[src/rtl/stream_buffer_ctrl.sv]
// Demand-miss front end for the I-side stream buffer: serves cache line misses from the buffer or launches a demand fetch.
// Latency: a full hit responds the cycle after acceptance; a miss responds the cycle after the matching line turns valid.
// Backpressure: req_rdy only in IDLE; a response is held stable until resp_rdy; fetch strobes wait for sb_ready.
//
// Optional feature: STREAM_PREFETCH_EN adds the PREF state, which issues the next sequential line after every response.
//
// Ports:
//   clk, rst                          single clock, asynchronous active-high reset
//   req_vld/req_label/req_rdy         line-miss request from the I-cache
//   resp_vld/resp_data/resp_rdy       registered line response to the I-cache
//   sb_label_i/sb_label_i_rdy/sb_inv  fetch label, fetch strobe and invalidate strobe to the stream buffer
//   sb_ready                          stream buffer can take a fetch this cycle
//   sb_label_o/sb_label_o_vld         label held or in flight inside the stream buffer
//   sb_data/sb_data_vld               buffered line and its validity
//   hit_cnt/miss_cnt                  saturating hit/miss statistics
module stream_buffer_ctrl #(
    parameter int LINE_WIDTH  = 256,
    parameter int LABEL_WIDTH = 32 - $clog2(LINE_WIDTH / 8)
) (
    input  logic                   clk,
    input  logic                   rst,
    input  logic                   req_vld,
    input  logic [LABEL_WIDTH-1:0] req_label,
    output logic                   req_rdy,
    output logic                   resp_vld,
    output logic [LINE_WIDTH-1:0]  resp_data,
    input  logic                   resp_rdy,
    output logic [LABEL_WIDTH-1:0] sb_label_i,
    output logic                   sb_label_i_rdy,
    output logic                   sb_inv,
    input  logic                   sb_ready,
    input  logic [LABEL_WIDTH-1:0] sb_label_o,
    input  logic                   sb_label_o_vld,
    input  logic [LINE_WIDTH-1:0]  sb_data,
    input  logic                   sb_data_vld,
    output logic [31:0]            hit_cnt,
    output logic [31:0]            miss_cnt
);

    typedef enum logic [2:0] {
        IDLE  = 3'd0,
        ISSUE = 3'd1,
        WAIT  = 3'd2,
`ifdef STREAM_PREFETCH_EN
        RESP  = 3'd3,
        PREF  = 3'd4
`else
        RESP  = 3'd3
`endif
    } state_t;

    state_t                 state;
    logic [LABEL_WIDTH-1:0] cur_label;
    logic                   req_match;
    logic                   cur_match;
    logic                   fetch_state;

    function automatic logic [31:0] sat_inc(input logic [31:0] v);
        return (v == 32'hFFFF_FFFF) ? v : v + 32'd1;
    endfunction

    // A label match alone is a hit: the line is either present or already on its way.
    assign req_match = sb_label_o_vld && (sb_label_o == req_label);
    assign cur_match = sb_label_o_vld && sb_data_vld && (sb_label_o == cur_label);

`ifdef STREAM_PREFETCH_EN
    assign fetch_state = (state == ISSUE) || (state == PREF);
`else
    assign fetch_state = (state == ISSUE);
`endif

    // Strobes are combinational so they land in the same cycle as the decision.
    // sb_inv only fires in IDLE and the fetch strobe never does, so they cannot overlap.
    assign req_rdy        = (state == IDLE);
    assign sb_inv         = (state == IDLE) && req_vld && !req_match && sb_label_o_vld;
    assign sb_label_i_rdy = fetch_state && sb_ready;

    always_ff @(posedge clk or posedge rst) begin
        if (rst) begin
            state      <= IDLE;
            cur_label  <= '0;
            resp_vld   <= 1'b0;
            resp_data  <= '0;
            sb_label_i <= '0;
            hit_cnt    <= 32'd0;
            miss_cnt   <= 32'd0;
        end else begin
            case (state)
                IDLE: begin
                    if (req_vld) begin
                        cur_label <= req_label;
                        if (req_match) begin
                            hit_cnt <= sat_inc(hit_cnt);
                            if (sb_data_vld) begin
                                resp_data <= sb_data;
                                resp_vld  <= 1'b1;
                                state     <= RESP;
                            end else begin
                                state <= WAIT;
                            end
                        end else begin
                            miss_cnt   <= sat_inc(miss_cnt);
                            sb_label_i <= req_label;
                            state      <= ISSUE;
                        end
                    end
                end
                ISSUE: begin
                    if (sb_ready) begin
                        state <= WAIT;
                    end
                end
                WAIT: begin
                    if (cur_match) begin
                        resp_data <= sb_data;
                        resp_vld  <= 1'b1;
                        state     <= RESP;
                    end
                end
                RESP: begin
                    if (resp_rdy) begin
                        resp_vld <= 1'b0;
`ifdef STREAM_PREFETCH_EN
                        // Next sequential line; the label wraps naturally at its width.
                        sb_label_i <= cur_label + {{(LABEL_WIDTH-1){1'b0}}, 1'b1};
                        state      <= PREF;
`else
                        state <= IDLE;
`endif
                    end
                end
`ifdef STREAM_PREFETCH_EN
                PREF: begin
                    if (sb_ready) begin
                        state <= IDLE;
                    end
                end
`endif
                default: state <= IDLE;
            endcase
        end
    end

endmodule

[config.mk]
export PLATFORM = sky130hd
export DESIGN_NAME = stream_buffer_ctrl
export DESIGN_NICKNAME = d
export VERILOG_FILES = /design/src/rtl/stream_buffer_ctrl.sv
export SDC_FILE = /design/constraint.sdc
export NUM_CORES = 1
export LEC_CHECK = 0
export ABC_AREA = 1
export CAP_MARGIN = 20
export CORE_AREA = 8 8 255 257
export CTS_BUF_LIST = sky130_fd_sc_hd__clkbuf_4
export DETAILED_ROUTE_END_ITERATION = 10
export DIE_AREA = 0 0 263 265
export GPL_TIMING_DRIVEN = 0
export PLACE_DENSITY = 0.56
export SLEW_MARGIN = 40
export SYNTH_ARGS = -nofsm -noshare
export SYNTH_HDL_FRONTEND = slang
export SYNTH_SLANG_ARGS = --single-unit
export TNS_END_PERCENT = 20
[constraint.sdc]
create_clock -name clk -period 16.85 [get_ports clk]
set_clock_uncertainty 0.2 [all_clocks]
set_input_delay 1.685 -clock clk [delete_from_list [all_inputs] [get_ports clk]]
set_output_delay 1.685 -clock clk [all_outputs]
set_load 0.01 [all_outputs]
* Word-level counts from Yosys, hierarchy flattened
Cells that the tools add are included.
** Word-level totals
- Logic and storage cells :: 61
- Output and inout port bits :: 351
- Bits in registers :: 378
- Input port bits :: 317
** Operators by class
- Bitwise gates (word level) :: 3
- Multiplexer cells :: 18
- Equality and inequality tests :: 13
- Reduce and logical (&&, ||, !) cells :: 18
- Add/subtract/negate cells :: 2
** Operators with widths (number)
- $mux 256 :: 4
- $pmux 256 s2 :: 1
- $add 32x1->32 const B :: 2
- $eq 32x32->1 const B :: 2
- $eq 27x27->1 :: 2
- $mux 3 :: 5
- $pmux 3 s4 :: 1
- $reduce_and 4->1 :: 3
- $ne 2x2->1 const B :: 4
- $logic_and 1x1->1 :: 7
- $eq 3x2->1 const B :: 2
- $mux 1 :: 6
- $reduce_and 6->1 :: 1
- $reduce_and 5->1 :: 1
- $ne 2x1->1 const B :: 2
- $eq 3x1->1 const B :: 1
- $logic_not 3->1 :: 1
- $not 1->1 :: 3
- $pmux 1 s3 :: 1
- $reduce_and 3->1 :: 1
- $reduce_bool 3->1 :: 1
- $reduce_and 2->1 :: 1
- $reduce_bool 2->1 :: 1
- $logic_not 1->1 :: 1

* Depth between registers and ports, before layout
Gate-level depths: netlist of run 1.
- Word-level depth :: 5
- Depth in mapped cells :: 14
- Depth with buffers taken out :: 13

* Worst setup path before layout of run 1
Ideal clock, no wire load.
- Path kind :: input-to-output
- Start point :: in req_label[16]
- End point :: out sb_inv
- Stages :: 10
- Path buffers :: 1
- Required time :: 14.965 ns
- Data arrival time :: 2.779 ns
- Slack :: 12.186 ns
- Cells stage by stage :: xnor2_1 -> nand2_1 -> nor2_1 -> nand2_1 -> nor2_1 -> and2_1 -> nand2_2 -> clkbuf_1 -> nand3_1 -> inv_1
** Between the ends
- Longest elaborated chain between the ends :: 5
** Ends and longest elaborated chain
- start: declaration :: RTL line 23 : input logic [LABEL_WIDTH-1:0] req_label,
- $eq 27x27->1 :: RTL line 63 : assign req_match = sb_label_o_vld && (sb_label_o == req_label);
- $logic_and 1x1->1 :: RTL line 63
- $logic_not 1->1 :: RTL line 75 : assign sb_inv = (state == IDLE) && req_vld && !req_match && sb_label_o_vld;
- $logic_and 1x1->1 (2 in series) :: RTL line 75
- end: declaration :: RTL line 30 : output logic sb_inv,
No other way between the ends.

* Worst setup path in the final report of run 1
- Start point :: in sb_label_o[3]
- End point :: out sb_inv
** Between the ends
- Longest elaborated chain between the ends :: 5
** Ends and longest elaborated chain
- start: declaration :: RTL line 32 : input logic [LABEL_WIDTH-1:0] sb_label_o,
- $eq 27x27->1 :: RTL line 63
- $logic_and 1x1->1 :: RTL line 63
- $logic_not 1->1 :: RTL line 75
- $logic_and 1x1->1 (2 in series) :: RTL line 75
No other way between the ends.

==> results_tabular.tex, run 1 <==
\begin{tabular}{lr}
\hline
Metric & Value \\
\hline
\multicolumn{2}{l}{\textbf{Route}} \\
\quad 1st-pass router iterations & 6 \\
\quad Vias & 16900 \\
\quad Number of remaining DRC errors & 0 \\
\quad Aggregate routed wire length & 69.5 mm \\
\quad Number of antenna-violating nets in the routed design & 0 \\
\quad Avg WL per Cell & 18.3 um \\
\quad Post-DR vias/cell & 4.43 \\
\quad Initial DRC Count & 886 \\
\multicolumn{2}{l}{\textbf{CTS}} \\
\quad Master cell of the clock root buffer & clkbuf\_4 \\
\quad CTS tree & built \\
\quad Insertion delay to the later sink of the worst-skew pair & 830 ps \\
\quad Cts repair resizes & 0 \\
\quad Sink Count & 377 \\
\quad Hold buffer count at cts & 0 \\
\quad Clock Tree Buf Depth & 3 \\
\quad Setup Fix Bufs, Post-CTS & 0 \\
\quad Total CTS buffers & 107 \\
\quad Clk pin slew, worst setup/hold paths & 60 ps \\
\quad Max H-tree Level & 3 \\
\multicolumn{2}{l}{\textbf{Pwr}} \\
\quad Power density over cell area & 167 nW/um\^{}2 \\
\quad Leak & 13.2 nW \\
\quad Worst voltage drop across the vdd grid & 0.0000825 V \\
\quad Overall power after layout & 0.00452 W \\
\multicolumn{2}{l}{\textbf{Logic synthesis}} \\
\quad Most used DFF post-synth & dfrtp\_1 \\
\quad Number of standard cells after synthesis & 2160 \\
\quad Number of distinct library cell variants in the gate-level netlist after synthesis & 28 \\
\quad Most instantiated cells after synthesis & nand2\_1 (709), inv\_1 (381), dfrtp\_1 (377) \\
\quad Post-synthesis cell area & 17900 sq um \\
\quad Leading cell type by number of instances after synthesis & nand2\_1 \\
\quad Async S/R FF share, synth & 100\% \\
\quad Synthesized Nets & 2484 \\
\quad Portion of synthesized cell area occupied by the leading cell type & 52.6\% \\
\quad Top cells by area in the synthesized netlist & dfrtp\_1 (53\%), nand2\_1 (15\%), inv\_1 (8.0\%) \\
\quad Warning count from the yosys run & 0 \\
\quad Top cell type by total area after synthesis & dfrtp\_1 \\
\quad Mean instance size in the synthesized netlist & 8.30 sq um \\
\quad Register bit count reported by yosys & 377 \\
\quad Number of enable flip-flop cells after synthesis & 0 \\
\quad Sequential area share after synthesis & 52.6\% \\
\multicolumn{2}{l}{\textbf{Layout}} \\
\quad Final non-filler cell total & 3809 \\
\quad Final Net Count & 3265 \\
\quad Post-layout util & 44.3\% \\
\quad Share of final-layout standard cells stronger than drive strength 1 & 10.6\% \\
\quad Area added between synthesis and finish & 50.9\% \\
\multicolumn{2}{l}{\textbf{Global route}} \\
\quad Number of global-route vias before repair & 17500 \\
\quad Overall global routing resource usage & 19.5\% \\
\quad Global-route wire length before repair & 107 mm \\
\quad Pin count of the biggest net entering global routing & 78 \\
\quad Grt total ovfl & 0 \\
\quad Initial antenna violation count & 5 \\
\multicolumn{2}{l}{\textbf{STA}} \\
\quad Hold Violations, Final & 0 \\
\quad Max Transition Viols Final & 0 \\
\quad Peak Freq & 159 MHz \\
\quad Final critical path time including I/O delays and setup & 6290 ps \\
\quad Final worst path period share & 37.3\% \\
\quad RSZ-0062 raised after global routing & no \\
\quad Final-layout worst hold slack & 280 ps \\
\quad Count of endpoints failing setup in the final report & 0 \\
\quad Slew HR & 61.8\% \\
\quad Total negative setup slack & 0 ps \\
\quad Actual slew at the worst max-slew pin & 574 ps \\
\multicolumn{2}{l}{\textbf{Placement}} \\
\quad Placed Cells incl. Taps & 3622 \\
\quad HPWL after detailed placement & 55.1 mm \\
\quad Number of port buffers & 667 \\
\quad Routability congestion estimate & 0.949 \\
\multicolumn{2}{l}{\textbf{Setup path}} \\
\quad CP Data Required Time & 14960 ps \\
\quad Worst EP arrival & 4400 ps \\
\quad Sort of element at the start of the critical path & primary input \\
\quad Worst stage delay on the critical path & 630 ps \\
\quad Type of the worst setup path & primary input to primary output \\
\quad Depth of the most critical reg-to-reg path & 10 \\
\quad Critical path endpoint category & primary output \\
\quad Cell with the largest stage delay on the worst path & clkdlybuf4s50\_1 \\
\quad Critical path peak fanout & 10 \\
\quad Cell repeated most along the worst path & nand2\_1 \\
\quad Critical path, cell by cell & clkdlybuf4s50\_1 -> inv\_1 -> nand2\_1 -> nand2\_1 -> nand2\_1 -> nor2\_1 -> nand2\_1 -> nor2\_1 -> and2\_1 -> nand2\_2 -> clkbuf\_1 -> nand3\_1 -> inv\_1 -> clkdlybuf4s50\_1 \\
\multicolumn{2}{l}{\textbf{Die}} \\
\quad I/O Pins & 668 \\
\quad Number of placement rows & 91 \\
\quad Starting Density & 29.4\% \\
\quad Core Footprint & 61000 sq um \\
\quad Vertical die dimension & 265 um \\
\quad Chip Width & 263 um \\
\quad Die area & 69700 sq um \\
\multicolumn{2}{l}{\textbf{Run status}} \\
\quad Outcome & complete, no violations \\
\multicolumn{2}{l}{\textbf{Run}} \\
\quad Max-capacitance violation count & 0 \\
\multicolumn{2}{l}{\textbf{Min path}} \\
\quad Number of cells on the worst hold path & 2 \\
\quad Type of the worst min-delay path & register to register \\
\hline
\end{tabular}
## state kept, by name (all words and copies together), names as in the netlist
| name | cells |
|---|---|
| miss_cnt | 32 |
| cur_label | 27 |
| sb_label_i | 27 |
| hit_cnt | 32 |
| state | 2 |
| resp_data | 256 |
| resp_vld | 1 |
## worst max-delay path: cells and delay by family
kind                   cells  cell delay (ps)
AND/OR/NAND/NOR            9              950
buffers and inverters      5             1740
## cell type report
class | count | area, sq um
fillers | 6092 | 34000
flip-flops and latches | 377 | 9430
repair buffers | 672 | 6810
multi-input cells | 1315 | 6300
inverters | 383 | 1450
clock buffers | 158 | 1190
well taps | 790 | 988
plain buffers | 85 | 746
clock inverters | 24 | 118
diodes | 5 | 12.5
## cells by family after synthesis
logic type,Yosys count,share of synthesized area (%)
compound gates,321,10.4
fa+ha+maj,7,0.489
simple gates,910,20.5
buf+inv,468,12.2
flops,377,52.6
xor+xnor,77,3.76
## cells in the final DEF (no fill, tap or decap), drive strengths merged
master / count
a21oi: 1
clkbuf: 175
clkinv: 22
dfrtp: 377
xnor2: 43
nand3: 19
o21ai: 319
diode: 5
nor4: 10
clkdlybuf4s50: 667
buf: 73
nand4: 50
nor2: 94
and2: 1
nor3: 25
inv: 385
ha: 7
xor2: 34
a31oi: 1
nand2: 711
## path summary, 6_finish.rpt
kind / start / endpoint / slack [ps]
max: sb_label_o[3] / sb_inv / 10560
min: resp_data[56] / resp_data[56] / 280
max reg2reg: cur_label[13] / resp_data[252] / 14280
min reg2reg: resp_data[56] / resp_data[56] / 280
max in group asynchronous: rst / resp_data[52] / 13800
min in group asynchronous: rst / resp_data[188] / 1080
## routing by layer
layer  share of wire, %  vias up  GRT usage [%]
met4                2.0        2           6.29
met1                 41     7943           23.4
met5              0.020        -              0
met2                 49      565           33.0
met3                7.6       96           6.17
li1                   -     8254              -
## stage by stage
stage	instance area [sq um]	setup slack, ps
6_report	27000	10560
4_1_cts	27000	10540
3_5_place_dp	25700	10540
3_3_place_gp	25600	-708
2_1_floorplan	17900	4490
5_1_grt	27000	10330
## power by group
part | leakage, nW | internal (W) | switching, W
combinational | 7.67 | 0.00106 | 0.00114
clock | 0.785 | 0.000426 | 0.000400
sequential | 4.78 | 0.00128 | 0.000210
No activity file was read; power rests on OpenSTA's default activity.
==> inputs of run 2 (changes only) <==
Clock period 16.85 ns to 6.6 ns, I/O delays scaled along.
==> results_tabular.tex, run 2 (synthesis gave the netlist of run 1 again) <==
\begin{tabular}{lr}
\hline
Metric & Value \\
\hline
\multicolumn{2}{l}{\textbf{Route}} \\
\quad Post-DR vias/cell & 4.44 \\
\quad Aggregate routed wire length & 70.6 mm \\
\quad Number of antenna-violating nets in the routed design & 0 \\
\quad Number of remaining DRC errors & 0 \\
\quad 1st-pass router iterations & 8 \\
\quad Vias & 17000 \\
\quad Initial DRC Count & 1005 \\
\quad Avg WL per Cell & 18.4 um \\
\multicolumn{2}{l}{\textbf{Layout}} \\
\quad Cell area after layout & 27400 sq um \\
\quad Reg with most FFs & resp\_data \\
\quad Top flop regs & resp\_data x256, hit\_cnt x32, miss\_cnt x32 \\
\quad Area added between synthesis and finish & 52.8\% \\
\quad Share of final-layout standard cells stronger than drive strength 1 & 10.9\% \\
\quad Flip-flop count of the largest register after layout & 256 \\
\quad Most frequent cells in the layout & nand2\_1 (709), clkdlybuf4s50\_1 (667), inv\_1 (380) \\
\quad Final non-filler cell total & 3827 \\
\quad Most common cell after layout, fill and taps aside & nand2\_1 \\
\quad Final Net Count & 3282 \\
\multicolumn{2}{l}{\textbf{Setup path}} \\
\quad Type of the worst setup path & primary input to primary output \\
\quad Worst stage delay on the critical path & 630 ps \\
\quad Worst EP arrival & 3350 ps \\
\quad Critical path peak fanout & 10 \\
\quad Register-to-Register Setup Slack & 4020 ps \\
\quad Crit path launch & sb\_label\_o[13] \\
\quad Critical path, cell by cell & clkdlybuf4s50\_1 -> inv\_1 -> nand2\_1 -> nand2\_1 -> nand2\_1 -> nor2\_1 -> nand2\_1 -> nor2\_1 -> and2\_1 -> nand2\_2 -> clkbuf\_1 -> nand3\_1 -> inv\_1 -> clkdlybuf4s50\_1 \\
\quad Critical path endpoint category & primary output \\
\quad Sort of element at the start of the critical path & primary input \\
\quad Cell with the largest stage delay on the worst path & clkdlybuf4s50\_1 \\
\quad Cell repeated most along the worst path & nand2\_1 \\
\quad CP Data Required Time & 5740 ps \\
\quad Depth of the most critical reg-to-reg path & 10 \\
\quad Reg-to-Reg End & hit\_cnt[2] \\
\quad Startpoint of the most critical register-to-register path & hit\_cnt[0] \\
\multicolumn{2}{l}{\textbf{Global route}} \\
\quad Global-route wire length before repair & 109 mm \\
\quad Pin count of the biggest net entering global routing & 27 \\
\quad Number of global-route vias before repair & 18000 \\
\quad Grt total ovfl & 0 \\
\quad Overall global routing resource usage & 19.8\% \\
\quad Initial antenna violation count & 8 \\
\multicolumn{2}{l}{\textbf{Placement}} \\
\quad Placed Cells incl. Taps & 3635 \\
\quad Routability congestion estimate & 0.897 \\
\quad Number of port buffers & 667 \\
\quad Cell area after placement & 26000 sq um \\
\quad HPWL after detailed placement & 56.8 mm \\
\multicolumn{2}{l}{\textbf{Pwr}} \\
\quad Combinational share of power & 48.5\% \\
\quad Power dissipated by switching net loads & 0.00447 W \\
\quad Share of total power in the clock network & 18.5\% \\
\quad Overall power after layout & 0.0116 W \\
\quad Worst voltage drop across the vdd grid & 0.000207 V \\
\quad Power density over cell area & 424 nW/um\^{}2 \\
\quad Leak & 13.4 nW \\
\quad Share of total power consumed by net switching & 38.5\% \\
\quad Power share of the sequential group & 33.0\% \\
\quad Internal power component & 0.00713 W \\
\multicolumn{2}{l}{\textbf{STA}} \\
\quad Final worst path period share & 63.8\% \\
\quad Hold Violations, Final & 0 \\
\quad Total negative setup slack & 0 ps \\
\quad Max Transition Viols Final & 0 \\
\quad Actual slew at the worst max-slew pin & 609 ps \\
\quad Slew HR & 59.4\% \\
\quad Final critical path time including I/O delays and setup & 4210 ps \\
\quad RSZ-0062 raised after global routing & no \\
\quad Count of endpoints failing setup in the final report & 0 \\
\quad Peak Freq & 238 MHz \\
\multicolumn{2}{l}{\textbf{CTS}} \\
\quad Clk pin slew, worst setup/hold paths & 70 ps \\
\quad Sink Count & 377 \\
\quad Clock Tree Buf Depth & 3 \\
\quad Total CTS buffers & 110 \\
\quad Insertion delay to the later sink of the worst-skew pair & 820 ps \\
\quad CTS tree & built \\
\quad Master cell of the clock root buffer & clkbuf\_4 \\
\quad Max H-tree Level & 3 \\
\multicolumn{2}{l}{\textbf{Die}} \\
\quad Core Footprint & 61000 sq um \\
\quad Chip Width & 263 um \\
\quad I/O Pins & 668 \\
\quad Vertical die dimension & 265 um \\
\quad Number of placement rows & 91 \\
\quad Starting Density & 29.4\% \\
\quad Die area & 69700 sq um \\
\multicolumn{2}{l}{\textbf{Min path}} \\
\quad Type of the worst min-delay path & primary input to register \\
\quad Worst-case hold path end point & resp\_data[23] \\
\quad Worst Hold Launch & sb\_data[23] \\
\quad Number of cells on the worst hold path & 3 \\
\multicolumn{2}{l}{\textbf{Run}} \\
\quad Max-capacitance violation count & 0 \\
\multicolumn{2}{l}{\textbf{Run status}} \\
\quad Outcome & complete, no violations \\
\hline
\end{tabular}
[run 2: cell count changes in the layout (fill, tap and decap cells not counted), sizes merged]
cell and delta:
bufinv +1, dlygate4sd3 +1, clkinvlp +2, clkinv +3, clkbuf -2, buf +13
[run 2: final cells by class]
type,count,area (sq um)
multi-input cells,1315,6300
inverters,383,1440
clock inverters,30,164
flip-flops and latches,377,9430
repair buffers,686,7110
well taps,790,988
plain buffers,85,746
fillers,6070,33700
diodes,5,12.5
clock buffers,156,1170
[run 2: repair_timing]
item | 4_1_cts | 5_1_grt
hold buffers | 1 | 0
buffers inserted | 0 | 0
resized for setup | 0 | 0
hold endpoints to repair | 10 | 0
[run 2: routing by layer]
layer	wire length [um]	vias up	track usage [%]	share of wire (%)
li1	-	8296	-	-
met3	5190	117	6.25	7.3
met5	44	-	0	0.062
met2	34700	553	33.8	49
met1	28700	8011	23.1	41
met4	1880	6	7.44	2.7
[run 2: stage by stage]
step | hold slack [ps] | worst slack, ps | util, %
after floorplan | 253 | 676 | -
after global placement | 260 | -2240 | 41.9
after detailed placement | 267 | 2340 | 42.6
after CTS | 23.9 | 2330 | 44.8
after global routing | 71.1 | 2120 | 44.9
final | 172 | 2390 | 44.9
[run 2: worst max path at each step]
stage	to	slack, ps	cells past startpoint
floorplan	cur_label[0]	680	1
global placement	resp_data[208]	-2240	2
detailed placement	sb_inv	2340	14
CTS	sb_inv	2330	14
global route	sb_inv	2120	12
finish	sb_inv	2390	14
[run 2: critical path: cells and delay by family]
family	cells	cell delay (ps)
simple gates	9	920
buf+inv	5	1770
[run 2: power by group through the flow]
stage | Combinational, W | Sequential (W) | Clock [W]
after floorplan | 0.00240 | 0.00418 | 0
after global placement | 0.00562 | 0.00383 | 0
after detailed placement | 0.00573 | 0.00385 | 0
after CTS | 0.00575 | 0.00383 | 0.00226
after global routing | 0.00617 | 0.00395 | 0.00238
final | 0.00563 | 0.00383 | 0.00215
==> inputs of run 3 (changes only) <==
Settings changed: PLACE_DENSITY 0.56 to 0.58.
Clock period 6.6 ns to 3.7 ns, I/O delays scaled along.
==> results_tabular.tex, run 3 (synthesis gave the netlist of run 1 again) <==
\begin{tabular}{lr}
\hline
Metric & Value \\
\hline
\multicolumn{2}{l}{\textbf{Layout}} \\
\quad Combined area of the multi-input logic cells & 6300 sq um \\
\quad Share of final-layout standard cells stronger than drive strength 1 & 10.3\% \\
\quad Final Net Count & 3564 \\
\quad Cell area after layout & 30300 sq um \\
\quad Top flop regs & resp\_data x256, hit\_cnt x32, miss\_cnt x32 \\
\quad Most common cell after layout, fill and taps aside & nand2\_1 \\
\quad Flip-flop count of the largest register after layout & 256 \\
\quad Most frequent cells in the layout & nand2\_1 (709), clkdlybuf4s50\_1 (666), inv\_1 (380) \\
\quad Post-layout util & 49.7\% \\
\quad Reg with most FFs & resp\_data \\
\quad Area of all sequential standard cells & 9430 sq um \\
\quad Area added between synthesis and finish & 69.3\% \\
\quad Layout fillers & 5639 \\
\multicolumn{2}{l}{\textbf{Placement}} \\
\quad Worst Setup Slack post-DPL & -41.3 ps \\
\quad HPWL after detailed placement & 56.4 mm \\
\quad Number of port buffers & 667 \\
\quad Cell area after placement & 26100 sq um \\
\quad Routability congestion estimate & 0.913 \\
\multicolumn{2}{l}{\textbf{STA}} \\
\quad RSZ-0062 raised after global routing & no \\
\quad Hold Violations, Final & 0 \\
\quad Final worst path period share & 85.7\% \\
\quad Actual slew at the worst max-slew pin & 600 ps \\
\quad Count of endpoints failing setup in the final report & 0 \\
\quad Peak Freq & 315 MHz \\
\quad Final critical path time including I/O delays and setup & 3170 ps \\
\quad Max Transition Viols Final & 0 \\
\quad Setup slack of the critical path after layout & 528 ps \\
\quad Slew HR & 60.0\% \\
\multicolumn{2}{l}{\textbf{Die}} \\
\quad Die area & 69700 sq um \\
\quad Number of placement rows & 91 \\
\quad Chip Width & 263 um \\
\quad Core Footprint & 61000 sq um \\
\quad I/O Pins & 668 \\
\quad Starting Density & 29.4\% \\
\quad Vertical die dimension & 265 um \\
\multicolumn{2}{l}{\textbf{Route}} \\
\quad Number of remaining DRC errors & 0 \\
\quad 1st-pass router iterations & 5 \\
\quad Initial DRC Count & 1066 \\
\quad Avg WL per Cell & 18.0 um \\
\quad Number of antenna-violating nets in the routed design & 0 \\
\quad Aggregate routed wire length & 74.1 mm \\
\quad Vias & 18500 \\
\quad Post-DR vias/cell & 4.49 \\
\multicolumn{2}{l}{\textbf{Setup path}} \\
\quad Sort of element at the start of the critical path & primary input \\
\quad Critical path endpoint category & primary output \\
\quad Critical path peak fanout & 18 \\
\quad Worst EP arrival & 2600 ps \\
\quad CP Data Required Time & 3130 ps \\
\quad Type of the worst setup path & primary input to primary output \\
\multicolumn{2}{l}{\textbf{Global route}} \\
\quad Grt total ovfl & 0 \\
\quad Initial antenna violation count & 2 \\
\quad Routing usage on met2 & 35.7\% \\
\quad Met1 Track Usage GR & 23.7\% \\
\quad Overall global routing resource usage & 20.7\% \\
\quad Global-route wire length before repair & 115 mm \\
\quad Most crowded layer after global routing & met2 \\
\quad Met3 global-route usage & 6.54\% \\
\quad Pin count of the biggest net entering global routing & 25 \\
\quad Number of global-route vias before repair & 19700 \\
\multicolumn{2}{l}{\textbf{Pwr}} \\
\quad Worst voltage drop across the vdd grid & 0.000389 V \\
\quad Power density over cell area & 701 nW/um\^{}2 \\
\quad Overall power after layout & 0.0213 W \\
\quad Leak & 14.6 nW \\
\multicolumn{2}{l}{\textbf{CTS}} \\
\quad Setup Fix Bufs, Post-CTS & 0 \\
\quad Sink Count & 377 \\
\quad Total CTS buffers & 110 \\
\quad Clk pin slew, worst setup/hold paths & 60 ps \\
\quad Clock Tree Buf Depth & 3 \\
\quad Master cell of the clock root buffer & clkbuf\_4 \\
\quad CTS tree & built \\
\quad Insertion delay to the later sink of the worst-skew pair & 830 ps \\
\quad Max H-tree Level & 3 \\
\multicolumn{2}{l}{\textbf{Run}} \\
\quad Max-capacitance violation count & 0 \\
\multicolumn{2}{l}{\textbf{Run status}} \\
\quad Outcome & complete, no violations \\
\multicolumn{2}{l}{\textbf{Min path}} \\
\quad Type of the worst min-delay path & primary input to register \\
\hline
\end{tabular}
run 3: worst max-delay path, cell delays in order:
cell,delay (ps)
clkdlybuf4s50_1,500
inv_1,120
nand2_1,70
nand2_1,100
nand2_1,70
nor2_1,120
nand2_1,60
nor2_1,190
and2_1,240
nand2_2,280
nand3_1,190
inv_1,60
dlymetal6s2s_1,220
run 3: what timing repair did:
action / in CTS / in global routing
hold buffers: 284 / 0
pin swaps: 0 / 0
resized for setup: 1 / 1
hold endpoints to repair: 374 / 0
setup endpoints to repair: 1 / 1
run 3: path summary, 6_finish.rpt:
path	depth (start not counted)	startpoint	to	slack [ps]
worst max-delay path	13	sb_label_o[3]	sb_inv	530
worst min-delay path	5	resp_rdy	state[0]	170
worst max register to register	10	state[1]	hit_cnt[20]	1150
worst min register to register	2	resp_data[192]	resp_data[192]	280
max in group asynchronous	11	rst	resp_data[4]	1240
min in group asynchronous	3	rst	resp_data[216]	260
run 3: routing by layer:
| metal | wire, um | part of all wire (%) | vias to the layer above |
|---|---|---|---|
| li1 | - | - | 8854 |
| met1 | 29500 | 40 | 8853 |
| met2 | 36500 | 49 | 647 |
| met3 | 5670 | 7.7 | 147 |
| met4 | 2440 | 3.3 | 0 |
| met5 | 0 | 0 | - |
run 3: through the flow:
stage	setup TNS, ps	instances	hold slack (ps)
floorplan	-729140	2160	253
CTS	0	4123	9.96
finish	0	4125	174
detailed placement	-41.3	3636	268
global placement	-1770450	3617	260
global route	0	4125	133
run 3: final cells by class:
type | count | area share [%]
repair buffers | 970 | 33.0
flip-flops and latches | 377 | 31.1
multi-input cells | 1315 | 20.8
inverters | 383 | 4.76
clock buffers | 164 | 4.06
well taps | 790 | 3.26
plain buffers | 83 | 2.43
clock inverters | 41 | 0.647
diodes | 2 | 0.0165
run 3: where the power goes:
part           switching [W]  internal (W)  total (W)
registers            0.00102       0.00585    0.00687
clock network        0.00194       0.00204    0.00399
logic                0.00534       0.00507     0.0104
total                0.00831        0.0130     0.0213
